--- src/rtl/bcd_serial_adder.sv ---
// Multi-digit BCD adder: validates operand digits, then adds one digit per clock (LSD first).
// Optional build macro BCD_SERIAL_SAT_EN saturates an overflowing sum to all nines.
module bcd_serial_adder #(
   parameter int DIGITS = 4
) (
   input  logic                  clk,
   input  logic                  rst_n,
   input  logic                  start_valid,
   output logic                  start_ready,
   input  logic [4*DIGITS-1:0]   a,
   input  logic [4*DIGITS-1:0]   b,
   input  logic                  cin,
   output logic                  res_valid,
   input  logic                  res_ready,
   output logic [4*DIGITS-1:0]   sum,
   output logic                  cout,
   output logic                  err,
   output logic                  busy
);

   localparam int IDX_W = (DIGITS > 1) ? $clog2(DIGITS) : 1;
   localparam logic [IDX_W-1:0] LAST_IDX = IDX_W'(DIGITS - 1);

   localparam logic [1:0] S_IDLE  = 2'd0;
   localparam logic [1:0] S_CHECK = 2'd1;
   localparam logic [1:0] S_ADD   = 2'd2;
   localparam logic [1:0] S_DONE  = 2'd3;

   logic [1:0]            state;
   logic [4*DIGITS-1:0]   a_r;
   logic [4*DIGITS-1:0]   b_r;
   logic                  cin_r;
   logic                  carry;
   logic [IDX_W-1:0]      idx;
   logic [4:0]            dsum;
   logic [4*DIGITS-1:0]   sum_next;

   function automatic logic has_bad_digit(input logic [4*DIGITS-1:0] v);
      logic bad;
      bad = 1'b0;
      for (int i = 0; i < DIGITS; i++) begin
         if (v[4*i +: 4] > 4'd9) bad = 1'b1;
      end
      return bad;
   endfunction

   function automatic logic [3:0] digit_at(input logic [4*DIGITS-1:0] v,
                                           input logic [IDX_W-1:0] k);
      logic [3:0] d;
      d = 4'd0;
      for (int i = 0; i < DIGITS; i++) begin
         if (k == IDX_W'(i)) d = v[4*i +: 4];
      end
      return d;
   endfunction

   // Binary add with +6 correction; returns {decimal carry, digit}.
   function automatic logic [4:0] bcd_digit_add(input logic [3:0] x, input logic [3:0] y,
                                                input logic c);
      logic [4:0] t;
      logic [4:0] adj;
      t   = {1'b0, x} + {1'b0, y} + {4'b0000, c};
      adj = t + 5'd6;
      if (t > 5'd9) return {1'b1, adj[3:0]};
      return {1'b0, t[3:0]};
   endfunction

`ifdef BCD_SERIAL_SAT_EN
   function automatic logic [4*DIGITS-1:0] all_nines();
      return {DIGITS{4'h9}};
   endfunction
`endif

   assign start_ready = (state == S_IDLE);
   assign busy        = ~start_ready;

   assign dsum = bcd_digit_add(digit_at(a_r, idx), digit_at(b_r, idx), carry);

   always_comb begin
      sum_next = sum;
      for (int i = 0; i < DIGITS; i++) begin
         if (idx == IDX_W'(i)) sum_next[4*i +: 4] = dsum[3:0];
      end
   end

   always_ff @(posedge clk or negedge rst_n) begin
      if (!rst_n) begin
         state     <= S_IDLE;
         a_r       <= '0;
         b_r       <= '0;
         cin_r     <= 1'b0;
         carry     <= 1'b0;
         idx       <= '0;
         sum       <= '0;
         cout      <= 1'b0;
         err       <= 1'b0;
         res_valid <= 1'b0;
      end else begin
         case (state)
            S_IDLE: begin
               if (start_valid) begin
                  a_r   <= a;
                  b_r   <= b;
                  cin_r <= cin;
                  sum   <= '0;
                  cout  <= 1'b0;
                  err   <= 1'b0;
                  state <= S_CHECK;
               end
            end
            S_CHECK: begin
               if (has_bad_digit(a_r) || has_bad_digit(b_r)) begin
                  err       <= 1'b1;
                  sum       <= '0;
                  cout      <= 1'b0;
                  res_valid <= 1'b1;
                  state     <= S_DONE;
               end else begin
                  carry <= cin_r;
                  idx   <= '0;
                  state <= S_ADD;
               end
            end
            S_ADD: begin
               carry <= dsum[4];
               if (idx == LAST_IDX) begin
                  cout      <= dsum[4];
                  res_valid <= 1'b1;
                  state     <= S_DONE;
`ifdef BCD_SERIAL_SAT_EN
                  sum <= dsum[4] ? all_nines() : sum_next;
`else
                  sum <= sum_next;
`endif
               end else begin
                  sum <= sum_next;
                  idx <= idx + 1'b1;
               end
            end
            default: begin
               if (res_ready) begin
                  res_valid <= 1'b0;
                  state     <= S_IDLE;
               end
            end
         endcase
      end
   end

endmodule

--- config.mk ---
export PLATFORM = sky130hd
export DESIGN_NAME = bcd_serial_adder
export DESIGN_NICKNAME = d
export VERILOG_FILES = /design/src/rtl/bcd_serial_adder.sv
export SDC_FILE = /design/constraint.sdc
export NUM_CORES = 1
export LEC_CHECK = 0
export ABC_AREA = 0
export BUFFER_PORTS_ARGS = -buffer_cell sky130_fd_sc_hd__buf_2
export CAP_MARGIN = 10
export CORE_ASPECT_RATIO = 0.75
export CORE_MARGIN = 2
export CORE_UTILIZATION = 24
export CTS_CLUSTER_SIZE = 30
export DETAILED_ROUTE_END_ITERATION = 7
export MAX_ROUTING_LAYER = met4
export PLACE_DENSITY = 0.41
export SYNTH_ARGS = -nofsm -noshare
export SYNTH_HDL_FRONTEND = slang
export SYNTH_SLANG_ARGS = --single-unit
export TNS_END_PERCENT = 50
--- constraint.sdc ---
create_clock -name clk -period 4.3 [get_ports clk]
set_input_delay 0.86 -clock clk [delete_from_list [all_inputs] [get_ports clk]]
set_output_delay 0.86 -clock clk [all_outputs]
set_load 0.05 [all_outputs]
-- Word-level counts from Yosys, hierarchy flattened
Cells that the tools add are included.
- bits in registers: 57
- input bits: 37
- word-level logic and storage cells: 105
- $add $sub $neg: 4
- magnitude comparators: 9
- equal/unequal tests: 13
- muxes and demuxes: 47
- bitwise gates (word level): 1
- reductions and logical operators: 18
- operators by type and width (operator ; count):
    $mux W4 ; 12
    $pmux W16 S3 ; 1
    $gt A4 B4 Y1 const B ; 8
    $mux W16 ; 2
    $reduce_and A4 Y1 ; 5
    $mux W1 ; 19
    $ne A2 B2 Y1 const B ; 8
    $mux W2 ; 5
    $mux W5 ; 2
    $reduce_and A3 Y1 ; 3
    $eq A2 B2 Y1 const B ; 3
    $pmux W1 S3 ; 2
    $pmux W2 S3 ; 1
    $reduce_bool A3 Y1 ; 2
    $add A4 B4 Y5 ; 1
    $add A5 B1 Y5 ; 1
    $gt A5 B4 Y1 const B ; 1
    $add A4 B3 Y4 const B ; 1
    $eq A2 B1 Y1 const B ; 2
    $logic_not A2 Y1 ; 2
    $pmux W1 S2 ; 2
    $pmux W2 S2 ; 1
    $reduce_and A2 Y1 ; 2
    $reduce_bool A2 Y1 ; 2
    other kinds (4) ; 4

-- Longest topological paths before layout
Gate-level depths: netlist (run 1).
- depth in word-level cells: 12
- mapped depth: 16

-- Worst setup path after synthesis (run 1)
OpenSTA, ideal clock, no wires.
- path kind: flip-flop to flip-flop
- from: register idx[0]
- to: register sum[13]
- arrival: 3.376 ns
- required time: 4.205 ns
- slack: 0.829 ns
- stages on the path, launching flop included: 17
- buffers on the path: 0
- period minus slack after synthesis: 3.471 ns
- path through: dfrtp_1 > inv_1 > ha_1 > nor2b_1 > a221oi_1 > nor3_1 > a21oi_1 > fa_1 > inv_1 > fa_1 > xor2_1 > inv_1 > ha_1 > a22oi_1 > a31oi_4 > xnor2_2 > o31ai_1
- cells in the longest elaborated chain, start to end: 12
- elaborated cells on any way between the ends: 23
- classes of those cells: add/sub: 3; order compare: 1; eq/ne: 4; mux: 13; reduce/logical: 2
- RTL lines (element ; RTL line ; RTL):
    start: declaration ; 34 ; logic [IDX_W-1:0] idx;
    start signal: assignment ; 137 ; idx <= idx + 1'b1;
    $logic_not A2 Y1 ; 52 ; if (k == IDX_W'(i)) d = v[4*i +: 4];
    $mux W4 (4 in a row) ; 52 ;
    $add A4 B4 Y5 ; 62 ; t = {1'b0, x} + {1'b0, y} + {4'b0000, c};
    $add A5 B1 Y5 ; 62 ;
    $add A4 B3 Y4 or $gt A5 B4 Y1 (tied branches) ; 63, 64 ;
    $mux W5 or $mux W1 (tied branches) ; 64 ; if (t > 5'd9) return {1'b1, adj[3:0]};
    $mux W5 ; 65 ; return {1'b0, t[3:0]};
    $mux W4 ; 82 ; if (idx == IDX_W'(i)) sum_next[4*i +: 4] = dsum[3:0];
    $pmux W16 S3 ; 99 ; case (state)
    end signal: assignment ; 133 ; sum <= sum_next;
    end signal: assignment ; 136 ; sum <= sum_next;
    end: declaration ; 15 ; output logic [4*DIGITS-1:0] sum,
Parallel ways exist; a longest one is shown, timed or not. The select of a mux whose other input is x is not followed.
A chain may end at the register's enable or synchronous reset.

-- Worst setup path in the final report (run 1)
- from: register idx[0]
- to: register sum[5]
Same word-level chain as after synthesis.

==> out/results.ini, run 1 <==
[cells_and_area]
diodes = 0
drive_gt1_frac = 0.3459
area_growth_pct = 27.17
fin_area_sq_um = 3789
nNetsFinal = 391
n_fill_cell = 1276

[logic_synthesis]
syn_avg_cell_area_sq_um = 10.75
syn-cell-area_sq_um = 2979
ys_seq_elements = 57
ys_warn_count = 0
yosysSeqAreaShare = 0.4788
synth_cells = 277
synth.distinct_cells = 41
synth_fp_nets = 329

[clocking]
root_buffer = clkbuf_16
clock_sinks = 57
clk_latency_ns = 0.33
clk_pin_slew_worst_paths_ns = 0.05
cts_hold_buf = 0
clk_path_buf_depth = 2
cts-buffers-inserted = 9
htreeDepth = 3
cts_tree = done

[timing]
worstMarginPinSlew_ns = 1.033
post-route-min-period_ns = 3.812
finalSetupViolCount = 0
fin_skew_ns = 0.004933
hold_viol = 0
fin_crit_sh = 0.8865
max_freq_mhz = 262.3
rsz0062_at_grt = false
final_max_slew_viol_count = 0
setup_tns_ns = 0
relSlewSlack = 0.3116

[floorplanning]
fp-row-count = 35
die_h_um = 100.5
die_area_sq_um = 13330
io_pins = 58
core-area_sq_um = 12220
die_w_um = 132.7
start_util = 0.2438

[critical_path]
worstReg2RegStart = idx[0]
critPathRequiredTime_ns = 4.53
r2r_cells = 16
path_class = flip-flop to flip-flop
end_kind = flip-flop
regToRegEndpoint = sum[5]
startpoint_type = flip-flop
crit_arrival_ns = 4.05
rrSetupSlack_ns = 0.49
crit_fanout = 7

[worst_hold_path]
hold_path_depth = 2
hold_start = sum[8]
whs_endpoint = sum[8]
hold_path_class = flip-flop to flip-flop

[global_routing]
grt_pass1_wl_um = 12740
grt_use_total = 0.1295
grt_overflow = 0
grt_pass1_vias = 2310
grt_max_degree = 45
grt_antenna_before_repair = 0

[placement]
port-buffer-count = 57
gp_congestion = 0.9041
hpwl_um = 5784
place_area_sq_um = 3475

[route]
wl_um = 7785
drt_iter0_drc = 105
drcViolationCount = 0
vias = 2301
drtAntennaViolNets = 0
avgViaCountPerCell = 4.512
drt_first_pass_iters = 4
wire_per_inst_um = 15.26

[job]
drv_cap = 0

[status]
status = complete, no violations

-- flip-flops by register name, summed over array words and instances, names as in the netlist --
signal and cells:
state 2, res_valid 1, b_r 16, cout 1, err 1, sum 16, cin_r 1, idx 2
a_r 16, carry 1
-- placed cells by master, fill, tap and decap left out, drive strengths merged, types with 2 or more instances in the layout --
| cell type | count |
|---|---|
| clkbuf | 14 |
| nand3b | 3 |
| o31ai | 12 |
| a22oi | 6 |
| a31oi | 2 |
| nor2b | 5 |
| a21oi | 11 |
| o21ai | 36 |
| buf | 63 |
| nand2 | 22 |
| nor3 | 5 |
| fa | 2 |
| o211ai | 2 |
| nor2 | 14 |
| mux2 | 34 |
| a21o | 4 |
| a211o | 2 |
| inv | 12 |
| dfrtp | 57 |
| nand4 | 2 |
| ha | 13 |
| a221oi | 2 |
| a22o | 4 |
-- kinds of logic (layout without fill, tap and decap cells) --
logic type,count (synthesis),count (layout),synth area share
flip-flops,57,57,0.4788
adder cells (fa/ha/maj),15,15,0.06804
multiplexers,35,35,0.1319
AO/OA/AOI/OAI,87,87,0.1898
AND/OR/NAND/NOR,57,57,0.09198
buffers and inverters,24,91,0.03108
XOR/XNOR,2,2,0.008402
-- per-stage QoR --
step | hold slack (ns) | utilization | worst slack [ns] | instances
after floorplan | 0.4798 | - | 0.8287 | 277
after global placement | 0.4952 | 0.2844 | 0.5623 | 494
after detailed placement | 0.4893 | 0.2844 | 0.3543 | 494
after CTS | 0.5014 | 0.3097 | 0.3624 | 510
after global routing | 0.5152 | 0.3101 | 0.07429 | 510
final | 0.4933 | 0.3101 | 0.4882 | 510
-- critical path: stages (launching register included) --
cell,delay (ns)
dfrtp_1,0.42
inv_1,0.09
ha_1,0.21
nor2b_2,0.20
a221oi_1,0.27
nor3_1,0.07
a21oi_1,0.18
fa_1,0.23
inv_1,0.06
fa_1,0.39
xor2_1,0.22
inv_1,0.09
ha_1,0.22
a22oi_1,0.41
a31oi_4,0.19
xnor2_2,0.21
o31ai_1,0.25
-- metal layers --
layer	global-route usage	share of wire	vias up
li1	-	-	1136
met1	0.1864	0.54	1091
met2	0.1674	0.39	64
met3	0.04274	0.057	10
met4	0.04384	0.014	0
met5	-	0	-
-- cell usage after synthesis --
master | n | area, sq um
a2111oi_0 | 1 | 8.760
a211o_1 | 2 | 17.52
a21o_1 | 4 | 30.03
a21oi_1 | 11 | 55.05
a221oi_1 | 2 | 17.52
a22o_1 | 4 | 35.03
a22oi_1 | 6 | 45.04
a31o_1 | 1 | 8.760
a31oi_1 | 1 | 6.260
a31oi_4 | 1 | 21.27
and3b_1 | 1 | 8.760
buf_1 | 5 | 18.77
buf_2 | 2 | 10.01
clkbuf_1 | 5 | 18.77
dfrtp_1 | 57 | 1426
fa_1 | 2 | 40.04
ha_1 | 13 | 162.7
inv_1 | 12 | 45.04
mux2_2 | 34 | 382.9
mux2i_1 | 1 | 10.01
nand2_1 | 22 | 82.58
nand2b_1 | 1 | 6.260
nand3_1 | 1 | 5.000
nand3b_1 | 3 | 22.52
nand4_1 | 2 | 12.51
nor2_1 | 14 | 52.55
nor2b_1 | 5 | 31.28
nor3_1 | 5 | 25.02
o2111ai_1 | 1 | 8.760
o211ai_1 | 2 | 15.01
o21a_1 | 1 | 7.510
o21ai_0 | 32 | 160.2
o21ai_1 | 4 | 20.02
o2bb2a_1 | 1 | 10.01
o31ai_1 | 12 | 90.09
o41ai_1 | 1 | 8.760
or2_2 | 1 | 6.260
or3_4 | 1 | 11.26
or4b_2 | 1 | 10.01
xnor2_2 | 1 | 16.27
xor2_1 | 1 | 8.760
-- layout make-up --
cell class,instances,area (sq um),share of cell area
timing repair buffer,63,330.3,0.08719
sequential,57,1426,0.3765
multi-input combinational,196,1470,0.3880
clock inverter,2,35.03,0.009247
clock buffer,14,274.0,0.07233
inverter,12,45.04,0.01189
tap,166,207.7,0.05482
-- what timing repair did --
action | in CTS | in global routing
buffers inserted | 0 | 0
setup endpoints to repair | 0 | 2
gates resized for setup | 0 | 2
hold endpoints to repair | 0 | 0
-- worst max path at each step --
stage                     slack, ns      end   start
final                          0.49   sum[5]  idx[0]
after global routing           0.07   sum[5]  idx[0]
after CTS                      0.36   sum[5]  idx[0]
after detailed placement       0.35  sum[13]  idx[0]
after global placement         0.56   sum[9]  idx[0]
after floorplan                0.83  sum[13]  idx[0]
Power of run 1 is not shown: default switching activity piles up to over one toggle a cycle in this logic, so the estimate is an artifact.
==> run 2: changes to the inputs <==
--- a/config.mk
+++ b/config.mk
@@ -8,7 +8,7 @@
 export ABC_AREA = 0
 export BUFFER_PORTS_ARGS = -buffer_cell sky130_fd_sc_hd__buf_2
 export CAP_MARGIN = 10
-export CORE_ASPECT_RATIO = 0.75
+export CORE_ASPECT_RATIO = 1.2
 export CORE_MARGIN = 2
 export CORE_UTILIZATION = 24
 export CTS_CLUSTER_SIZE = 30
==> out/results.ini, run 2 (synthesized netlist as in run 1, its figures left out) <==
[status]
status = complete, no violations

[route]
avgViaCountPerCell = 4.484  ; -0.61%
drt_first_pass_iters = 4  ; unchanged
wire_per_inst_um = 15.21  ; -0.36%
drtAntennaViolNets = 0  ; unchanged
drcViolationCount = 0  ; unchanged
drt_iter0_drc = 102  ; -2.9%
vias = 2269  ; -1.4%
wl_um = 7696  ; -1.1%

[cells_and_area]
reg_top3 = a_r x16, b_r x16, sum x16
fin_area_sq_um = 3790  ; about the same
area_growth_pct = 27.22  ; about the same
drive_gt1_frac = 0.3449  ; -0.001003
final_cell_mix = dfrtp_1, buf_2, mux2_2
nNetsFinal = 392  ; +0.26%
diodes = 0  ; unchanged
final_cells = 506  ; -0.78%

[critical_path]
cp_top_family = compound AO/OA/AOI/OAI gates
regToRegEndpoint = sum[5]
crit_chain = inv_1, ha_1, nor2b_1, buf_4, a221oi_1, nor3_1, a21oi_1, fa_1, inv_1, fa_1, xor2_1, inv_1, ha_1, a22oi_2, a31oi_4, xnor2_2, o31ai_1
path_class = flip-flop to flip-flop
r2r_cells = 17  ; +1
crit_end = sum[5]
startpoint_type = flip-flop
path_depth = 17  ; +1
crit_top_cell = inv_1
crit_arrival_ns = 4.07  ; +0.02 ns
cp-startpoint = idx[0]
path_buf_inv = 4  ; +1
slowest_stage = dfrtp_1
worstReg2RegStart = idx[0]
slowest_delay_ns = 0.43  ; about the same
end_kind = flip-flop
critPathRequiredTime_ns = 4.53  ; about the same
rrSetupSlack_ns = 0.46  ; -0.03 ns
crit_fanout = 6  ; -1

[placement]
port-buffer-count = 57  ; unchanged
place_inst = 490  ; -0.81%
hpwl_um = 5779  ; about the same
place_ws_ns = 0.3274  ; -0.02696 ns
gp_congestion = 0.7549  ; -17%
place_area_sq_um = 3476  ; about the same

[clocking]
cts_hold_buf = 0  ; unchanged
cts_tree = done
root_buffer = clkbuf_16
clk_path_buf_depth = 2  ; unchanged
clk_latency_ns = 0.32  ; about the same
cts-buffers-inserted = 9  ; unchanged
clock_sinks = 57  ; unchanged
clk_pin_slew_worst_paths_ns = 0.05  ; about the same
htreeDepth = 3  ; unchanged

[timing]
fin_skew_ns = 0.006843  ; +0.001909 ns
setup_tns_ns = 0  ; unchanged
finalSetupViolCount = 0  ; unchanged
rsz0062_at_grt = false
fin_crit_sh = 0.8931  ; +0.006602
hold_viol = 0  ; unchanged
postLayoutSetupSlackWorst_ns = 0.4598  ; -0.02839 ns
worstMarginPinSlew_ns = 0.7609  ; -0.2717 ns
relSlewSlack = 0.4874  ; +0.1758
max_freq_mhz = 260.4  ; -0.74%
post-route-min-period_ns = 3.840  ; +0.02839 ns
final_max_slew_viol_count = 0  ; unchanged

[job]
drv_cap = 0  ; unchanged

[worst_hold_path]
hold_path_class = flip-flop to flip-flop

[floorplanning]
io_pins = 58  ; unchanged
fp-row-count = 44  ; +26%
start_util = 0.2460  ; +0.002141
die_w_um = 105.7  ; -20%
die_h_um = 126.0  ; +25%
core-area_sq_um = 12110  ; -0.87%
die_area_sq_um = 13320  ; about the same

[global_routing]
grt_pass1_wl_um = 12610  ; -1.0%
grt_max_degree = 34  ; -24%
grt_pass1_vias = 2385  ; +3.2%
grt_use_total = 0.1270  ; -0.002504
grt_antenna_before_repair = 0  ; unchanged
grt_overflow = 0  ; unchanged

==> run 2: changes by cell type in the layout (fill, tap and decap cells not counted), sizes merged <==
cell / before / now
buf: 63 / 64
==> run 2: final cells by class <==
type,count,area (sq um)
clock buffers,14,274.0
clock inverters,2,35.03
repair buffers,64,337.8
multi-input cells,196,1470
inverters,12,45.04
well taps,161,201.4
fillers,1283,8322
flip-flops and latches,57,1426
==> run 2: stage by stage <==
stage | utilization | hold slack, ns
after floorplan | - | 0.4798
after global placement | 0.2870 | 0.4937
after detailed placement | 0.2870 | 0.4951
after CTS | 0.3125 | 0.5061
after global routing | 0.3129 | 0.5386
final | 0.3129 | 0.5026
==> run 2: worst reg2reg max path: cells and delay by family (launching register included) <==
family	cells	cell delay [ns]
adders and majority gates	4	1.09
DFF	1	0.43
xor gates and xnor gates	2	0.41
and+or+nand+nor	2	0.25
AOI/OAI and AO/OA	5	1.17
buffers and inverters	4	0.39
==> run 2: how the worst min path moves through the flow <==
stage	startpoint	to	depth (start not counted)
2_1_floorplan	a_r[12]	a_r[12]	1
3_3_place_gp	cin_r	cin_r	1
3_5_place_dp	sum[7]	sum[7]	2
4_1_cts	sum[7]	sum[7]	2
5_1_grt	cin_r	cin_r	1
6_report	sum[7]	sum[7]	2
==> run 2: repair_timing <==
| item | in CTS | in global routing |
|---|---|---|
| endpoints found under the hold margin | 0 | 0 |
| resized for setup | 0 | 1 |
| setup buffers | 0 | 0 |
| endpoints found under the setup margin | 0 | 5 |
==> run 2: routing by layer <==
| layer | global-route usage | part of all wire | vias up |
|---|---|---|---|
| met5 | - | 0 | - |
| li1 | - | - | 1142 |
| met4 | 0.04876 | 0.013 | 0 |
| met2 | 0.1977 | 0.48 | 42 |
| met3 | 0.03468 | 0.035 | 6 |
| met1 | 0.1570 | 0.47 | 1079 |
Power of run 2 is left out for the same reason.
==> run 3: changes to the inputs <==
--- a/config.mk
+++ b/config.mk
@@ -5,7 +5,7 @@
 export SDC_FILE = /design/constraint.sdc
 export NUM_CORES = 1
 export LEC_CHECK = 0
-export ABC_AREA = 0
+export ABC_AREA = 1
 export BUFFER_PORTS_ARGS = -buffer_cell sky130_fd_sc_hd__buf_2
 export CAP_MARGIN = 10
 export CORE_ASPECT_RATIO = 1.2
==> out/results.ini, run 3 <==
[status]
status = complete, no violations

[floorplanning]
fp-row-count = 44  ; unchanged
die_w_um = 106.3  ; +0.54%
die_h_um = 126.7  ; +0.55%
start_util = 0.2476  ; +0.001664
io_pins = 58  ; unchanged
die_area_sq_um = 13470  ; +1.1%
core-area_sq_um = 12170  ; +0.45%

[logic_synthesis]
synth_top_area_cell = dfrtp_1
yosysMostFrequentCell = nand2_1
ys_seq_elements = 57  ; unchanged
syn_avg_cell_area_sq_um = 9.357  ; -13%
synth_enable_flop_cells = 0  ; unchanged
synth_top_flop_cell = dfrtp_1
synth_commonest_cells = nand2_1, dfrtp_1, mux2_2
synthArstFlopShare = 1.000  ; unchanged
synth_fp_nets = 374  ; +14%
yosysTopAreaCellShare = 0.4734  ; -0.005368
synth.distinct_cells = 27  ; -34%
synth_cells = 322  ; +16%
ys_warn_count = 0  ; unchanged
ys_top_cells_by_area = dfrtp_1, mux2_2, nand2_1
yosysSeqAreaShare = 0.4734  ; -0.005368
syn-cell-area_sq_um = 3013  ; +1.1%

[clocking]
post_cts_buffers = 0  ; unchanged
cts_hold_buf = 0  ; unchanged
clk_path_buf_depth = 2  ; unchanged
root_buffer = clkbuf_16
clock_sinks = 57  ; unchanged
htreeDepth = 3  ; unchanged
clk_latency_ns = 0.33  ; about the same
cts.repair.resized = 0  ; unchanged
clk_pin_slew_worst_paths_ns = 0.05  ; about the same
cts_tree = done
cts-buffers-inserted = 9  ; unchanged

[placement]
gp_congestion = 0.7828  ; +3.7%
port-buffer-count = 57  ; unchanged
hpwl_um = 5751  ; -0.48%
place_inst = 534  ; +9.0%

[global_routing]
grt_overflow = 0  ; unchanged
grt_pass1_wl_um = 12310  ; -2.4%
grt_antenna_before_repair = 0  ; unchanged
grt_use_total = 0.1237  ; -0.003244
grt_max_degree = 33  ; -2.9%
grt_pass1_vias = 2402  ; +0.71%

[worst_hold_path]
hold_path_class = flip-flop to flip-flop

[route]
drt_first_pass_iters = 4  ; unchanged
vias = 2359  ; +4.0%
wl_um = 7420  ; -3.6%
drcViolationCount = 0  ; unchanged
drt_iter0_drc = 128  ; +25%
avgViaCountPerCell = 4.305  ; -4.0%
wire_per_inst_um = 13.54  ; -11%
drtAntennaViolNets = 0  ; unchanged

[cells_and_area]
diodes = 0  ; unchanged
drive_gt1_frac = 0.3385  ; -0.006426
nNetsFinal = 436  ; +11%
multi_input_area_sq_um = 1448  ; -1.5%
regArea_sq_um = 1426  ; unchanged
final_cell_mix = nand2_1, dfrtp_1, buf_2
area_growth_pct = 25.50
n_fill_cell = 1301  ; +1.4%
layout_commonest_cell = nand2_1
reg_top3 = a_r x16, b_r x16, sum x16
final_cells = 548  ; +8.3%

[timing]
relSlewSlack = 0.5138  ; +0.02644
fin_skew_ns = 0.005252  ; -0.001591 ns
rsz0062_at_grt = false
worstMarginPinSlew_ns = 0.7293  ; -0.03161 ns
final_max_slew_viol_count = 0  ; unchanged
setup_tns_ns = 0  ; unchanged
max_freq_mhz = 284.1  ; +9.1%
post-route-min-period_ns = 3.520  ; -0.3200 ns
holdWs_ns = 0.4687  ; -0.03385 ns
finalSetupViolCount = 0  ; unchanged
hold_viol = 0  ; unchanged
fin_crit_sh = 0.8186  ; -0.07442

[critical_path]
path_class = flip-flop to flip-flop
critPathRequiredTime_ns = 4.56  ; +0.03 ns
crit_fanout = 10  ; +4
crit_arrival_ns = 3.78  ; -0.29 ns
startpoint_type = flip-flop
end_kind = flip-flop

[job]
drv_cap = 0  ; unchanged

==> run 3: path summary, 6_finish.rpt <==
check                      startpoint        end  slack (ns)  depth (start not counted)
hold reg to reg               sum[12]    sum[12]        0.47                          2
max in group asynchronous       rst_n    a_r[14]        2.88                          2
setup / recovery               idx[1]    sum[13]        0.78                         18
min in group asynchronous       rst_n  res_valid        0.60                          1
setup reg to reg               idx[1]    sum[13]        0.78                         18
hold / removal                sum[12]    sum[12]        0.47                          2
==> run 3: critical path, cell delays in order (launching register included) <==
cell and delay (ns):
dfrtp_1 0.39, inv_1 0.07, ha_1 0.29, inv_1 0.24
nor2_1 0.06, o311ai_0 0.30, o21ai_0 0.19, fa_1 0.39
inv_1 0.09, fa_1 0.45, inv_1 0.10, ha_1 0.19
nand2_1 0.05, a21boi_1 0.13, nand2_2 0.09, nand2_2 0.07
nand2_1 0.08, nand3_2 0.12, o21ai_2 0.15
==> run 3: kinds of logic (layout without fill, tap and decap cells) <==
kind of cell | Yosys count | count (layout) | share of synthesized area
and+or+nand+nor | 126 | 126 | 0.1869
AOI/OAI and AO/OA | 57 | 57 | 0.1067
DFF | 57 | 57 | 0.4734
buffers and inverters | 35 | 100 | 0.04610
muxes | 32 | 32 | 0.1196
adders and majority gates | 15 | 15 | 0.06728
==> run 3: routing by layer <==
layer,GRT usage,wire [um],vias up
met5,-,0,-
met4,0.03870,87,0
met3,0.04162,356,7
met2,0.1938,3497,68
met1,0.1505,3479,1092
li1,-,-,1192
==> run 3: per-stage QoR <==
step             util  setup slack, ns  area (sq um)
6_report       0.3108           0.7798          3781
5_1_grt        0.3108           0.3393          3781
4_1_cts        0.3108           0.7438          3781
3_5_place_dp   0.2858           0.7512          3477
3_3_place_gp   0.2858           0.8717          3477
2_1_floorplan       -            1.125          3013
==> run 3: area by class of cell <==
class,count,area share
multi-input combinational,230,0.3829
sequential,57,0.3772
timing repair buffer,59,0.07942
clock buffer,12,0.07048
tap,161,0.05328
inverter,27,0.02680
clock inverter,2,0.009927
Power of run 3 is left out for the same reason.
